## config.mk

```make
export PLATFORM = sky130hd
export DESIGN_NAME = ps4b_tx
export DESIGN_NICKNAME = d
export VERILOG_FILES = /design/src/rtl/ps4b_tx.sv
export SDC_FILE = /design/constraint.sdc
export NUM_CORES = 1
export LEC_CHECK = 0
export ABC_AREA = 1
export CAP_MARGIN = 10
export CORE_AREA = 3 3 40 42
export DETAILED_ROUTE_END_ITERATION = 7
export DIE_AREA = 0 0 43 45
export PLACE_DENSITY = 0.59
export RECOVER_POWER = 25
export SETUP_SLACK_MARGIN = 0.1
export SLEW_MARGIN = 20
export SYNTH_ARGS = -nofsm -noshare
export SYNTH_HDL_FRONTEND = slang
export SYNTH_SLANG_ARGS = --single-unit
```

## constraint.sdc

```tcl
create_clock -name clk -period 1.39 [get_ports clk]
set_input_delay 0.2085 -clock clk [delete_from_list [all_inputs] [get_ports clk]]
set_output_delay 0.2085 -clock clk [all_outputs]
set_load 0.05 [all_outputs]
```

## src/rtl/ps4b_tx.sv

```systemverilog
// Parallel-in, serial-out transmitter for the 4-bit serial link.
// Captures P on an accepted load and shifts it out one bit per clk with a valid qualifier.
module ps4b_tx #(
    parameter int unsigned WIDTH     = 4,
    parameter bit          MSB_FIRST = 1'b1,
    parameter bit          IDLE_LVL  = 1'b0
) (
    input  logic                       clk,
    input  logic                       CLR,
    input  logic                       load,
    input  logic [WIDTH-1:0]           P,
    output logic                       ready,
    output logic                       S,
    output logic                       valid,
    output logic                       busy,
    output logic                       done,
    output logic [$clog2(WIDTH)-1:0]   cnt
);

    localparam int unsigned CW   = $clog2(WIDTH);
    localparam logic [CW-1:0] LAST = CW'(WIDTH - 1);

    localparam logic [0:0] IDLE  = 1'b0;
    localparam logic [0:0] SHIFT = 1'b1;

    logic [0:0]       state, state_n;
    logic [WIDTH-1:0] sreg, sreg_n;
    logic [CW-1:0]    cnt_n;
    logic             last_bit;
    logic             out_bit;

    assign last_bit = (state == SHIFT) && (cnt == LAST);
    assign ready    = (state == IDLE) || (cnt == LAST);

    always_comb begin
        state_n = state;
        sreg_n  = sreg;
        cnt_n   = cnt;
        case (state)
            IDLE: begin
                if (load) begin
                    sreg_n  = P;
                    cnt_n   = '0;
                    state_n = SHIFT;
                end
            end
            SHIFT: begin
                if (cnt == LAST) begin
                    cnt_n = '0;
                    if (load) begin
                        sreg_n = P;
                    end else begin
                        sreg_n  = '0;
                        state_n = IDLE;
                    end
                end else begin
                    sreg_n = MSB_FIRST ? (sreg << 1) : (sreg >> 1);
                    cnt_n  = cnt + CW'(1);
                end
            end
            default: state_n = IDLE;
        endcase
    end

    // S is registered from the next-state shift register so it stays a pure flop output
    assign out_bit = MSB_FIRST ? sreg_n[WIDTH-1] : sreg_n[0];

    always_ff @(posedge clk) begin
        if (CLR) begin
            state <= IDLE;
            sreg  <= '0;
            cnt   <= '0;
            S     <= IDLE_LVL;
            valid <= 1'b0;
            busy  <= 1'b0;
            done  <= 1'b0;
        end else begin
            state <= state_n;
            sreg  <= sreg_n;
            cnt   <= cnt_n;
            S     <= (state_n == SHIFT) ? out_bit : IDLE_LVL;
            valid <= (state_n == SHIFT);
            busy  <= (state_n == SHIFT);
            done  <= last_bit;
        end
    end

endmodule

```

==> flow_summary.ini <==
[placement]
gp_congestion = 0.733
port_buffers = 13
post_dp_cell_area_um2 = 639
pre_cts_ws_ps = 110
dpl.hpwl_um = 643

[cells_and_area]
final_common_cell = inv_1
mostFrequentLayoutCells = inv_1, nand2_1
final_cell_area_um2 = 723
syn2layout_area_growth_pct = 68.5
drive_gt1_share_pct = 32.5
fillers = 128
diodes = 0
final_nets = 90

[floorplan]
start_util_pct = 33.4
io-pin-count = 14
fp.dieW_um = 43
rows = 13
coreArea_um2 = 1280
die_area_um2 = 1940
die_h_um = 45

[worst_setup_path]
crit_required_ps = 1180
cpMaxStageDelayCell = dfxtp_4
endpoint_kind = output port
crit_type = reg2out
critPathArrivalTime_ps = 1130
crit_fanout = 2
r2r_end = sreg[3]
r2r_slack_ps = 110
r2r_start = cnt[0]
reg2regPathDepth = 8
cp_cell_sequence = ha_4 > or2_4 > buf_8
slowest_delay_ps = 350
startpoint_type = flop

[detailed_routing]
drt_pass1_iterations = 2
ant_nets = 0
wl_per_cell_um = 9.63
via_per_inst = 4.35
totalWireLength_um = 915
num_vias = 413
drt_iter0_markers = 5
route.detailed.drc = 0

[power]
power_leakage_nw = 0.391
ir_drop_uv = 545
p_per_area_nw_per_um2 = 925

[cts]
clkSinkCount = 9
hold_buffers = 0
cts_max_level = 1
ctsLongestPathBuffers = 2
clk_pin_slew_ps = 50
clkLatencyLatePin_ps = 260
cts_root_buffer = clkbuf_4
cts_buffers = 3
cts_tree = done

[worst_hold_path]
hp-start = sreg[0]
hold_depth = 2
worstHoldEndpoint = sreg[0]
hold_path.class = reg2reg

[grt]
first_global_vias = 374
grt_max_degree = 8
grt_pass1_wl_um = 1560
track_usage_pct = 11.7
gr-total-overflow = 0
antenna_found_initial = 0

[synth]
synth_cell_type_count = 16
synth.avg_cell_area_um2 = 7.40
yosysSeqAreaShare_pct = 42.0
ys_ff_latch = 9
syn_area_um2 = 429
syn_inst = 58
ys.warnings.count = 0
syn-num-nets = 67

[timing]
finalSetupViolations = 0
rsz0062_at_grt = true
holdWs_ps = 464
worst_slew_pin_slew_ps = 502
fmax_mhz = 746
finalCritPeriodShare_pct = 96.4
maxSlewViolCount = 0
fin_tns_setup_ps = 0
layout_setup_ws_ps = 49.4
finalCriticalPeriod_ps = 1340
hold_violations = 0
relSlewSlack_pct = 66.5
fin_worst_skew_ps = 5.13

[outcome]
outcome = finished clean

[run]
max_cap_viol_count = 0
## area by class of cell
| class | instances | area [um2] | area share [%] |
|---|---|---|---|
| Multi-Input combinational cell | 33 | 208 | 28.7 |
| Sequential cell | 9 | 189 | 26.1 |
| Timing Repair Buffer | 19 | 225 | 31.1 |
| Clock buffer | 4 | 26.3 | 3.63 |
| Tap cell | 15 | 18.8 | 2.60 |
| Inverter | 15 | 56.3 | 7.79 |
## flip-flops by register name, indices dropped and copies added, names as in the netlist
| signal | flops |
|---|---|
| cnt | 2 |
| state | 1 |
| done | 1 |
| sreg | 4 |
| S | 1 |
## cell families (layout without fill, tap and decap cells)
kind of cell,count (synthesis),count (layout),synth area share [%]
AND/OR/NAND/NOR,24,24,26.8
AO/OA/AOI/OAI,7,7,10.5
adder cells (fa/ha/maj),2,2,5.83
buffers and inverters,16,38,14.9
flip-flops,9,9,42.0
## timing repair
item                       4_1_cts  5_1_grt
setup endpoints to repair        1        6
resized for setup                6        3
pin swaps                        1        0
buffers inserted                 3        2
## per-stage QoR
| stage | util [%] | std cells | power, W |
|---|---|---|---|
| 2_1_floorplan | - | 58 | 0.000386 |
| 3_3_place_gp | 49.8 | 86 | 0.000464 |
| 3_5_place_dp | 49.8 | 86 | 0.000465 |
| 4_1_cts | 55.5 | 93 | 0.000681 |
| 5_1_grt | 56.3 | 95 | 0.000712 |
| 6_report | 56.3 | 95 | 0.000669 |
## worst max-delay path, delay by kind of cell (launching register included)
kind	cells	cell delay, ps
simple gates	1	230
buf+inv	1	150
fa+ha+maj	1	150
flops	1	350
## worst max path at each step
stage / startpoint / to / slack [ps]
after floorplan: cnt[0] / S / 210
after CTS: cnt[0] / ready / 40
after global routing: cnt[0] / S / 3
after detailed placement: load / sreg[3] / 110
after global placement: load / S / 130
final: cnt[0] / ready / 50
## power breakdown
part | switching, W | internal, W
clock network | 0.0000865 | 0.000110
registers | 0.0000122 | 0.000273
logic | 0.0000988 | 0.0000879
## synth_stat cells
master	count	area share, %
a21oi_1	3	3.5
a21oi_2	2	4.1
a22oi_1	1	1.7
buf_4	1	1.7
dfxtp_1	9	42
ha_1	2	5.8
inv_1	13	11
inv_2	2	1.7
nand2_1	12	10
nand2_2	1	1.5
nand3_1	7	8.2
nor2_1	1	0.87
nor2_4	1	2.6
nor3_1	1	1.2
o21ai_1	1	1.2
or2_4	1	2.0
## routing by layer
layer  track usage, %  share of wire, %  routed length, um
met5                0                 0                  0
met2             16.5                50                454
met1             13.4                43                398
met4             7.23              0.87                  8
met3             7.17               5.8                 53
Note: power is estimated with default switching activity, not from simulation.
